--- config.mk ---
export PLATFORM = sky130hd
export DESIGN_NAME = req_ack_multi_monitor_flat
export DESIGN_NICKNAME = d
export VERILOG_FILES = /design/src/rtl/req_ack_multi_monitor_if.sv /design/src/rtl/req_ack_multi_monitor.sv /design/src/flat_wrapper.sv
export SDC_FILE = /design/constraint.sdc
export NUM_CORES = 1
export LEC_CHECK = 0
export ABC_AREA = 0
export CAP_MARGIN = 5
export CORE_MARGIN = 2
export CORE_UTILIZATION = 45
export DETAILED_ROUTE_END_ITERATION = 6
export GPL_TIMING_DRIVEN = 0
export PLACE_DENSITY = 0.76
export REMOVE_ABC_BUFFERS = 1
export SETUP_SLACK_MARGIN = 0.15
export SYNTH_ARGS = -nofsm -noshare
export SYNTH_HDL_FRONTEND = slang
export SYNTH_SLANG_ARGS = --single-unit
--- constraint.sdc ---
create_clock -name clk -period 1.72 [get_ports clk]
set_input_delay 0.43 -clock clk [delete_from_list [all_inputs] [get_ports clk]]
set_output_delay 0.43 -clock clk [all_outputs]
set_load 0.03 [all_outputs]
--- src/rtl/req_ack_multi_monitor_if.sv ---
// Handshake bundle for the N-channel req/ack monitor: stimulus in, error reporting out.
interface req_ack_multi_monitor_if #(
    parameter int NUM_CH = 4,
    parameter int CNT_W  = 8
);
    logic                      en;
    logic                      clr;
    logic [NUM_CH-1:0]         req;
    logic [NUM_CH-1:0]         ack;
    logic [NUM_CH-1:0]         busy;
    logic [NUM_CH-1:0]         err_pulse;
    logic [2*NUM_CH-1:0]       err_code;
    logic [NUM_CH-1:0]         err_sticky;
    logic [CNT_W*NUM_CH-1:0]   err_cnt;

    modport master (
        output en, clr, req, ack,
        input  busy, err_pulse, err_code, err_sticky, err_cnt
    );

    modport slave (
        input  en, clr, req, ack,
        output busy, err_pulse, err_code, err_sticky, err_cnt
    );
endinterface

--- src/rtl/req_ack_multi_monitor.sv ---
// N-channel req/ack handshake monitor: each channel checks that ack lands 1..MAX_LAT
// cycles after req and reports TIMEOUT / SPURIOUS / DROP one cycle after detection.
module req_ack_multi_monitor_ch #(
    parameter int MAX_LAT = 1,
    parameter int MODE    = 0,
    parameter int CNT_W   = 8
) (
    input  logic             clk,
    input  logic             rst_n,
    input  logic             en,
    input  logic             clr,
    input  logic             req,
    input  logic             ack,
    output logic             busy,
    output logic             err_pulse,
    output logic [1:0]       err_code,
    output logic             err_sticky,
    output logic [CNT_W-1:0] err_cnt
);
    localparam int LW = $clog2(MAX_LAT + 1);

    localparam logic [1:0] S_IDLE = 2'd0;
    localparam logic [1:0] S_WAIT = 2'd1;
    localparam logic [1:0] S_REL  = 2'd2;

    localparam logic [1:0] C_TIMEOUT  = 2'd1;
    localparam logic [1:0] C_SPURIOUS = 2'd2;
    localparam logic [1:0] C_DROP     = 2'd3;

    logic [1:0]       state_q, state_d;
    logic [LW-1:0]    lat_q, lat_d;
    logic             pulse_q, pulse_d;
    logic [1:0]       code_q, code_d;
    logic             sticky_q, sticky_d;
    logic [CNT_W-1:0] cnt_q, cnt_d;
    logic             viol;
    logic [1:0]       viol_code;

    always_comb begin
        state_d   = state_q;
        lat_d     = lat_q;
        viol      = 1'b0;
        viol_code = 2'd0;
        if (!en) begin
            state_d = S_IDLE;
            lat_d   = '0;
        end else begin
            case (state_q)
                S_IDLE: begin
                    if (req) begin
                        state_d = S_WAIT;
                        lat_d   = LW'(1);
                    end
                    // In pulse mode nothing in IDLE can absorb an ack.
                    if (ack && (MODE == 0 || !req)) begin
                        viol      = 1'b1;
                        viol_code = C_SPURIOUS;
                    end
                end
                S_WAIT: begin
                    if (MODE == 1 && !req && !ack) begin
                        viol      = 1'b1;
                        viol_code = C_DROP;
                        state_d   = S_IDLE;
                        lat_d     = '0;
                    end else if (ack) begin
                        if (req) begin
                            state_d = (MODE == 0) ? S_WAIT : S_REL;
                            lat_d   = (MODE == 0) ? LW'(1) : '0;
                        end else begin
                            state_d = S_IDLE;
                            lat_d   = '0;
                        end
                    end else if (lat_q == LW'(MAX_LAT)) begin
                        viol      = 1'b1;
                        viol_code = C_TIMEOUT;
                        state_d   = (MODE == 1 && req) ? S_REL : S_IDLE;
                        lat_d     = '0;
                    end else begin
                        lat_d = lat_q + LW'(1);
                    end
                end
                S_REL: begin
                    if (ack) begin
                        viol      = 1'b1;
                        viol_code = C_SPURIOUS;
                    end
                    if (!req) state_d = S_IDLE;
                end
                default: begin
                    state_d = S_IDLE;
                    lat_d   = '0;
                end
            endcase
        end

        pulse_d  = viol;
        code_d   = viol_code;
        sticky_d = clr ? 1'b0 : (sticky_q | viol);
        if (clr)                 cnt_d = '0;
        else if (viol && !(&cnt_q)) cnt_d = cnt_q + CNT_W'(1);
        else                     cnt_d = cnt_q;
    end

    always_ff @(posedge clk or negedge rst_n) begin
        if (!rst_n) begin
            state_q  <= S_IDLE;
            lat_q    <= '0;
            pulse_q  <= 1'b0;
            code_q   <= 2'd0;
            sticky_q <= 1'b0;
            cnt_q    <= '0;
        end else begin
            state_q  <= state_d;
            lat_q    <= lat_d;
            pulse_q  <= pulse_d;
            code_q   <= code_d;
            sticky_q <= sticky_d;
            cnt_q    <= cnt_d;
        end
    end

    assign busy       = (state_q == S_WAIT);
    assign err_pulse  = pulse_q;
    assign err_code   = code_q;
    assign err_sticky = sticky_q;
    assign err_cnt    = cnt_q;
endmodule

module req_ack_multi_monitor #(
    parameter int NUM_CH  = 4,
    parameter int MAX_LAT = 1,
    parameter int MODE    = 0,
    parameter int CNT_W   = 8
) (
    input  logic                    clk,
    input  logic                    rst_n,
    req_ack_multi_monitor_if.slave  mon
);
    logic [NUM_CH-1:0]            busy_a;
    logic [NUM_CH-1:0]            pulse_a;
    logic [NUM_CH-1:0][1:0]       code_a;
    logic [NUM_CH-1:0]            sticky_a;
    logic [NUM_CH-1:0][CNT_W-1:0] cnt_a;

    for (genvar i = 0; i < NUM_CH; i++) begin : g_ch
        req_ack_multi_monitor_ch #(
            .MAX_LAT (MAX_LAT),
            .MODE    (MODE),
            .CNT_W   (CNT_W)
        ) u_ch (
            .clk        (clk),
            .rst_n      (rst_n),
            .en         (mon.en),
            .clr        (mon.clr),
            .req        (mon.req[i]),
            .ack        (mon.ack[i]),
            .busy       (busy_a[i]),
            .err_pulse  (pulse_a[i]),
            .err_code   (code_a[i]),
            .err_sticky (sticky_a[i]),
            .err_cnt    (cnt_a[i])
        );
    end

    assign mon.busy       = busy_a;
    assign mon.err_pulse  = pulse_a;
    assign mon.err_code   = code_a;
    assign mon.err_sticky = sticky_a;
    assign mon.err_cnt    = cnt_a;
endmodule

--- src/flat_wrapper.sv ---
// flat-port wrapper written by rule: the top's interface ports become plain ports
module req_ack_multi_monitor_flat 
#(
    parameter int NUM_CH  = 4,
    parameter int MAX_LAT = 1,
    parameter int MODE    = 0,
    parameter int CNT_W   = 8
)
  (clk, rst_n, mon_en, mon_clr, mon_req, mon_ack, mon_busy, mon_err_pulse, mon_err_code, mon_err_sticky, mon_err_cnt);
  req_ack_multi_monitor_if #(.NUM_CH(NUM_CH), .CNT_W(CNT_W)) mon_i ();
  input  logic clk;
  input  logic rst_n;
  input wire logic [$bits(mon_i.en)-1:0] mon_en;
  input wire logic [$bits(mon_i.clr)-1:0] mon_clr;
  input wire logic [$bits(mon_i.req)-1:0] mon_req;
  input wire logic [$bits(mon_i.ack)-1:0] mon_ack;
  output wire logic [$bits(mon_i.busy)-1:0] mon_busy;
  output wire logic [$bits(mon_i.err_pulse)-1:0] mon_err_pulse;
  output wire logic [$bits(mon_i.err_code)-1:0] mon_err_code;
  output wire logic [$bits(mon_i.err_sticky)-1:0] mon_err_sticky;
  output wire logic [$bits(mon_i.err_cnt)-1:0] mon_err_cnt;
  assign mon_i.en = mon_en;
  assign mon_i.clr = mon_clr;
  assign mon_i.req = mon_req;
  assign mon_i.ack = mon_ack;
  assign mon_busy = mon_i.busy;
  assign mon_err_pulse = mon_i.err_pulse;
  assign mon_err_code = mon_i.err_code;
  assign mon_err_sticky = mon_i.err_sticky;
  assign mon_err_cnt = mon_i.err_cnt;
  req_ack_multi_monitor #(.NUM_CH(NUM_CH), .MAX_LAT(MAX_LAT), .MODE(MODE), .CNT_W(CNT_W)) u_core (.clk(clk), .rst_n(rst_n), .mon(mon_i));
endmodule
==> reports/qor.txt, run 1 <==
run status: finished clean
die height: 82.5 µm
number of diodes added for antenna fixing: 0
number of buffers on the longest clock path: 2
Sink Count: 56
launching element of the worst setup path: u_core.g_ch[2].u_ch.state_q[0]
max-slew violation count: 0
smallest hold slack: 0.163 ns
total grt overflow: 0
final-report setup violation count: 0
post-placement cell area: 3390 µm²
data required time of the critical path: 1.94 ns
Post-Synthesis Mean Instance Area: 10.1 µm²
Netlist cell types: 51
Max-slew headroom: 54.4%
Port-buffer cells: 63
multiplexer fraction of the synthesized cell area: 3.11%
number of global-route vias before repair: 2195
power per cell area: 650 nW/µm²
RSZ-0062 raised after global routing: yes
Post-Synth XOR/XNOR Area: 0.316%
class of the most critical hold timing path: in -> async
leading cell types in the layout, fill and taps excluded: sky130_fd_sc_hd__dfrtp_1 (50), sky130_fd_sc_hd__buf_4 (26), sky130_fd_sc_hd__dlygate4sd2_1 (22)
vias per cell: 5.65
WS Path Type: reg -> reg
compound-cell area share of the yosys netlist: 16.0%
Routed Wire Length: 6.65 mm
number of antenna violations at the first check in global routing: 0
number of H-tree levels: 2
clock skew: 0.00830 ns
drt first pass iters: 4
Clock transition at path regs: 0.10 ns
shortest clock period the worst path allows after layout: 1.57 ns
largest fanout of any net on the critical path: 4
launching element type of the critical path: register
Primary FF master, synth: sky130_fd_sc_hd__dfrtp_1
sequential share of the synthesized area: 50.5%
count of unresolved DRC violations after routing: 0
global placement routability congestion: 0.779
total number of vias: 2454
CP cell instances: nand3b_1 > inv_1 > o21ai_2 > or4_4 > a21oi_2
Hold Violations, Final: 0
Setup Total Neg Slack: 0 ns
fraction of final layout cells sized beyond drive strength 1: 33.1%
largest net degree at the start of global routing: 36
peak per-stage delay on the critical path: 0.48 ns
netlist area before placement: 2780 µm²
# placed instances: 395
FFs w/ async S/R, synth: 100%
Final Net Count: 374
upper clock frequency limit: 639 MHz
cell with the largest stage delay on the worst path: sky130_fd_sc_hd__or4_4
Max Cap Viol: 0
transition time at the pin with the least slew margin: 0.684 ns
area inside the core boundary: 5960 µm²
post-detail-place hpwl: 4.13 mm
first-pass GRT wire length: 9.98 mm
Die W: 82.5 µm
leading cell type in the layout, fill and taps excluded: sky130_fd_sc_hd__dfrtp_1
adder and majority cell fraction of the synthesized area: 1.80%
area growth from synthesis to layout: 38.5%
antenna viol nets, final: 0
final period utilization: 91.0%
post-synthesis instance total: 275
TritonCTS clock tree: built
basic-gate share of the synthesized area counting and, or, nand and nor cells: 21.5%
post-route standard cell area excluding fillers: 3840 µm²
kind of cell adding the most delay to the critical path: simple AND/OR/NAND/NOR gates
clock network latency to the later pin of the worst-skew pair: 0.30 ns
Non-Filler Instances: 434
combined global-route utilization of all metal layers: 18.8%
total leakage power: 1.79 nW
Reg2Reg Launch Point: u_core.g_ch[2].u_ch.state_q[0]
synthesis-stage register bit count: 56
element type at the critical path end: register
num rows: 28
num ports: 64
TritonCTS Buffers: 5
maximum resistive drop on vdd: 0.000407 V
initial cell density of the core: 46.6%
dominant combinational cell family by area after synthesis: simple AND/OR/NAND/NOR gates
1st-iter DRT viols: 80
die area: 6810 µm²
buffer and inverter count on the worst path: 1
post-layout total power: 2.50 mW
Post-synth EDFFs: 0
wire per inst: 15.3 µm
cell at the root of the clock tree: sky130_fd_sc_hd__clkbuf_8
number of warning messages in the yosys log: 0
arrival time of the worst setup path: 1.79 ns
## flip-flops by register name, indices dropped and copies added, names as in the netlist
signal,count
u_core.g_ch.u_ch.lat_q,4
u_core.g_ch.u_ch.err_pulse,4
u_core.g_ch.u_ch.err_cnt,32
u_core.g_ch.u_ch.state_q,4
u_core.g_ch.u_ch.err_sticky,4
u_core.g_ch.u_ch.err_code,8
## area by class of cell
class	count	area, µm²
multi-input combinational	186	1400
clock buffer	8	90.1
fill	520	2110
inverter	16	60.1
timing repair buffer	93	796
sequential	56	1410
tap	75	93.8
## where the power goes
part	leakage [nW]	switching [mW]	internal, mW
sequential	0.750	0.0344	1.36
combinational	0.995	0.235	0.147
clock	0.0455	0.394	0.330
## kinds of logic after synthesis
group | Yosys count
xor gates and xnor gates | 1
buffers and inverters | 35
adders and majority gates | 4
and+or+nand+nor | 105
AOI/OAI and AO/OA | 66
DFF | 56
muxes | 8
## final timing paths
check                                                  to  slack (ns)  cells after the start
setup / recovery           u_core.g_ch[2].u_ch.err_cnt[4]        0.15                      5
hold / removal             u_core.g_ch[0].u_ch.err_cnt[4]        0.16                      1
max in group asynchronous  u_core.g_ch[2].u_ch.err_cnt[4]        0.96                      2
hold reg to reg            u_core.g_ch[3].u_ch.err_sticky        0.51                      2
min in group clk           u_core.g_ch[3].u_ch.err_sticky        0.51                      2
setup reg to reg           u_core.g_ch[2].u_ch.err_cnt[4]        0.15                      5
## worst register-to-register path, stage by stage, from the launching register on
cell	delay (ns)
sky130_fd_sc_hd__dfrtp_2	0.43
sky130_fd_sc_hd__nand3b_1	0.24
sky130_fd_sc_hd__inv_1	0.14
sky130_fd_sc_hd__o21ai_2	0.08
sky130_fd_sc_hd__or4_4	0.48
sky130_fd_sc_hd__a21oi_2	0.12
## stage by stage
stage                     setup slack [ns]  utilization [%]
after floorplan                     -0.118                -
after detailed placement             -1.07             56.8
final                                0.154             64.6
after global placement               -1.48             56.6
after CTS                           0.0783             61.6
after global routing                0.0646             64.6
## cells in the mapped netlist, drive strengths merged (2+ instances only)
master	count	share of area, %
a21boi	3	0.81
a21o	2	0.54
a21oi	22	4.0
a22o	2	0.63
a311oi	5	1.6
a31oi	3	0.68
and2	4	0.90
and3	5	1.1
and3b	3	0.95
and4	7	2.2
and4b	2	0.72
buf	16	4.2
clkbuf	3	0.41
dfrtp	56	50
ha	4	1.8
inv	16	2.2
mux2	5	2.0
mux2i	3	1.1
nand2	19	2.6
nand2b	3	0.68
nand3	12	2.2
nand3b	4	1.1
nand4	3	0.68
nor2	18	2.4
nor2b	6	1.4
nor3	4	0.72
nor4	2	0.45
o21ai	9	1.6
o311ai	2	0.63
o31ai	7	1.9
o41ai	4	1.3
or3	2	0.45
or4	8	2.2
## timing repair
action                                  CTS  global route
pin swaps                                 8            20
cloned                                    1             1
endpoints found under the setup margin   91            47
gates resized for setup                 129            66
buffers inserted                         16            13
hold buffers                              0             0
## routing by layer
layer  part of all wire, %  vias up  GRT usage, %
li1                      -     1179             -
met1                    43     1197          24.0
met2                    51       67          32.3
met3                   4.1       11          2.83
met4                   1.5        0          7.05
met5                     0        -             0
(Power assumes the default switching activity.)
==> inputs of run 2 (changes only) <==
RECOVER_POWER = 25   (was not set)
==> run 2 against run 1 <==
Compared with the run above: clock power is 0.7% higher; critical path depth is 1 lower; largest cell class unchanged; highest routed layer unchanged; combinational power is 1% lower; maximum frequency is 1.3% lower; via count is 1.1% higher; cell area is 0.46% lower.
==> reports/qor.txt, run 2 (synthesis gave the netlist of run 1 again) <==
transition time at the pin with the least slew margin: 0.730 ns (was 0.684 ns)
post-detail-place hpwl: 4.13 mm (unchanged)
share of total power in sequential cells: 55.8% (about the same)
end-of-flow core utilization: 64.3% (was 64.6%)
TritonCTS clock tree: built (unchanged)
fraction of final layout cells sized beyond drive strength 1: 32.6% (was 33.1%)
internal power consumption: 1.83 mW (was 1.84 mW)
power dissipated by switching net loads: 0.667 mW (was 0.663 mW)
max-slew violation count: 0 (unchanged)
antenna viol nets, final: 0 (unchanged)
total grt overflow: 0 (unchanged)
Reg2Reg Launch Point: u_core.g_ch[3].u_ch.state_q[0] (was u_core.g_ch[2].u_ch.state_q[0])
power per cell area: 653 nW/µm² (was 650 nW/µm²)
Port-buffer cells: 63 (unchanged)
vias per cell: 5.71 (was 5.65)
element type at the critical path end: register (unchanged)
max reg flops: 32 (unchanged)
num rows: 28 (unchanged)
launching element of the worst setup path: u_core.g_ch[3].u_ch.state_q[0] (was u_core.g_ch[2].u_ch.state_q[0])
Final Net Count: 374 (unchanged)
data required time of the critical path: 1.95 ns (was 1.94 ns)
drt first pass iters: 4 (unchanged)
number of diodes added for antenna fixing: 0 (unchanged)
1st-iter DRT viols: 96 (was 80)
arrival time of the worst setup path: 1.81 ns (was 1.79 ns)
initial cell density of the core: 46.6% (unchanged)
number of H-tree levels: 2 (unchanged)
clock network latency to the later pin of the worst-skew pair: 0.30 ns (about the same)
number of antenna violations at the first check in global routing: 0 (unchanged)
area growth from synthesis to layout: 37.9% (was 38.5%)
wire per inst: 15.4 µm (was 15.3 µm)
die area: 6810 µm² (unchanged)
clock network fraction of design power: 29.1% (was 28.9%)
post-placement cell area: 3390 µm² (unchanged)
cell at the root of the clock tree: sky130_fd_sc_hd__clkbuf_8 (unchanged)
largest fanout of any net on the critical path: 6 (was 4)
num ports: 64 (unchanged)
leading cell type in the layout, fill and taps excluded: sky130_fd_sc_hd__dfrtp_1 (unchanged)
combinational cell fraction of total power: 15.1% (was 15.3%)
count of unresolved DRC violations after routing: 0 (unchanged)
number of global-route vias before repair: 2195 (unchanged)
TritonCTS Buffers: 5 (unchanged)
leading cell types in the layout, fill and taps excluded: sky130_fd_sc_hd__dfrtp_1 (50), sky130_fd_sc_hd__buf_4 (26), sky130_fd_sc_hd__dlygate4sd2_1 (22) (unchanged)
largest net degree at the start of global routing: 36 (unchanged)
Routed Wire Length: 6.70 mm (was 6.65 mm)
first-pass GRT wire length: 9.98 mm (unchanged)
Die W: 82.5 µm (unchanged)
post-cts hold buffer count: 0 (unchanged)
Sink Count: 56 (unchanged)
WS Path Type: reg -> reg (unchanged)
RSZ-0062 raised after global routing: yes (unchanged)
upper clock frequency limit: 630 MHz (was 639 MHz)
smallest hold slack: 0.170 ns (was 0.163 ns)
Non-Filler Instances: 434 (unchanged)
final period utilization: 92.3% (was 91.0%)
shortest clock period the worst path allows after layout: 1.59 ns (was 1.57 ns)
maximum resistive drop on vdd: 0.000408 V (was 0.000407 V)
clock skew: 0.00812 ns (was 0.00830 ns)
combined global-route utilization of all metal layers: 18.8% (unchanged)
run status: finished clean (unchanged)
Clock transition at path regs: 0.10 ns (about the same)
class of the most critical hold timing path: in -> async (unchanged)
Max-slew headroom: 51.4% (was 54.4%)
Hold Violations, Final: 0 (unchanged)
Setup Total Neg Slack: 0 ns (unchanged)
post-route standard cell area excluding fillers: 3830 µm² (was 3840 µm²)
# placed instances: 395 (unchanged)
final-report setup violation count: 0 (unchanged)
die height: 82.5 µm (unchanged)
total number of vias: 2480 (was 2454)
number of buffers on the longest clock path: 2 (unchanged)
switching power share of the total: 26.7% (was 26.5%)
launching element type of the critical path: register (unchanged)
area inside the core boundary: 5960 µm² (unchanged)
global placement routability congestion: 0.779 (unchanged)
Max Cap Viol: 0 (unchanged)
total leakage power: 1.79 nW (about the same)
run 2: stage by stage:
stage,total power [mW],setup WS (ns)
finish,2.50,0.133
global route,2.60,0.0647
CTS,2.50,0.0783
detailed placement,1.76,-1.07
global placement,1.75,-1.48
floorplan,1.59,-0.118
run 2: final timing paths:
path | slack, ns | cells past startpoint | end
setup / recovery | 0.13 | 4 | u_core.g_ch[3].u_ch.err_cnt[3]
min in group clk | 0.51 | 2 | u_core.g_ch[3].u_ch.err_sticky
hold / removal | 0.17 | 1 | u_core.g_ch[3].u_ch.err_pulse
hold reg to reg | 0.51 | 2 | u_core.g_ch[3].u_ch.err_sticky
max in group asynchronous | 0.39 | 2 | u_core.g_ch[2].u_ch.state_q[0]
setup reg to reg | 0.13 | 4 | u_core.g_ch[3].u_ch.err_cnt[3]
run 2: cell type report:
type,count,area [µm²]
clock buffer,8,90.1
fill,524,2130
inverter,16,60.1
multi-input combinational,186,1390
sequential,56,1410
tap,75,93.8
timing repair buffer,93,781
run 2: metal layers:
layer  share of wire (%)  wire (µm)  track usage (%)
met1                  43       2910             24.0
met2                  51       3420             32.3
met3                 4.0        271             2.83
met4                 1.4         93             7.05
met5                   0          0                0
run 2: power by group through the flow:
stage | logic [mW] | registers (mW) | clock network, mW
6_report | 0.377 | 1.39 | 0.728
2_1_floorplan | 0.0933 | 1.49 | 0
5_1_grt | 0.410 | 1.40 | 0.794
3_3_place_gp | 0.330 | 1.42 | 0
4_1_cts | 0.352 | 1.39 | 0.756
3_5_place_dp | 0.341 | 1.42 | 0
run 2: critical path: stages (launching register included):
cell and delay, ns:
sky130_fd_sc_hd__dfrtp_1 0.41, sky130_fd_sc_hd__and3b_1 0.31, sky130_fd_sc_hd__a31oi_4 0.09, sky130_fd_sc_hd__or4_4 0.55
sky130_fd_sc_hd__a21oi_2 0.14
run 2: timing repair:
item                                    CTS  global route
buffers inserted                         16            13
gates resized for setup                 129            66
cloned                                    1             1
endpoints found under the setup margin   91            47
hold endpoints to repair                  0             0
pin swaps                                 8            20
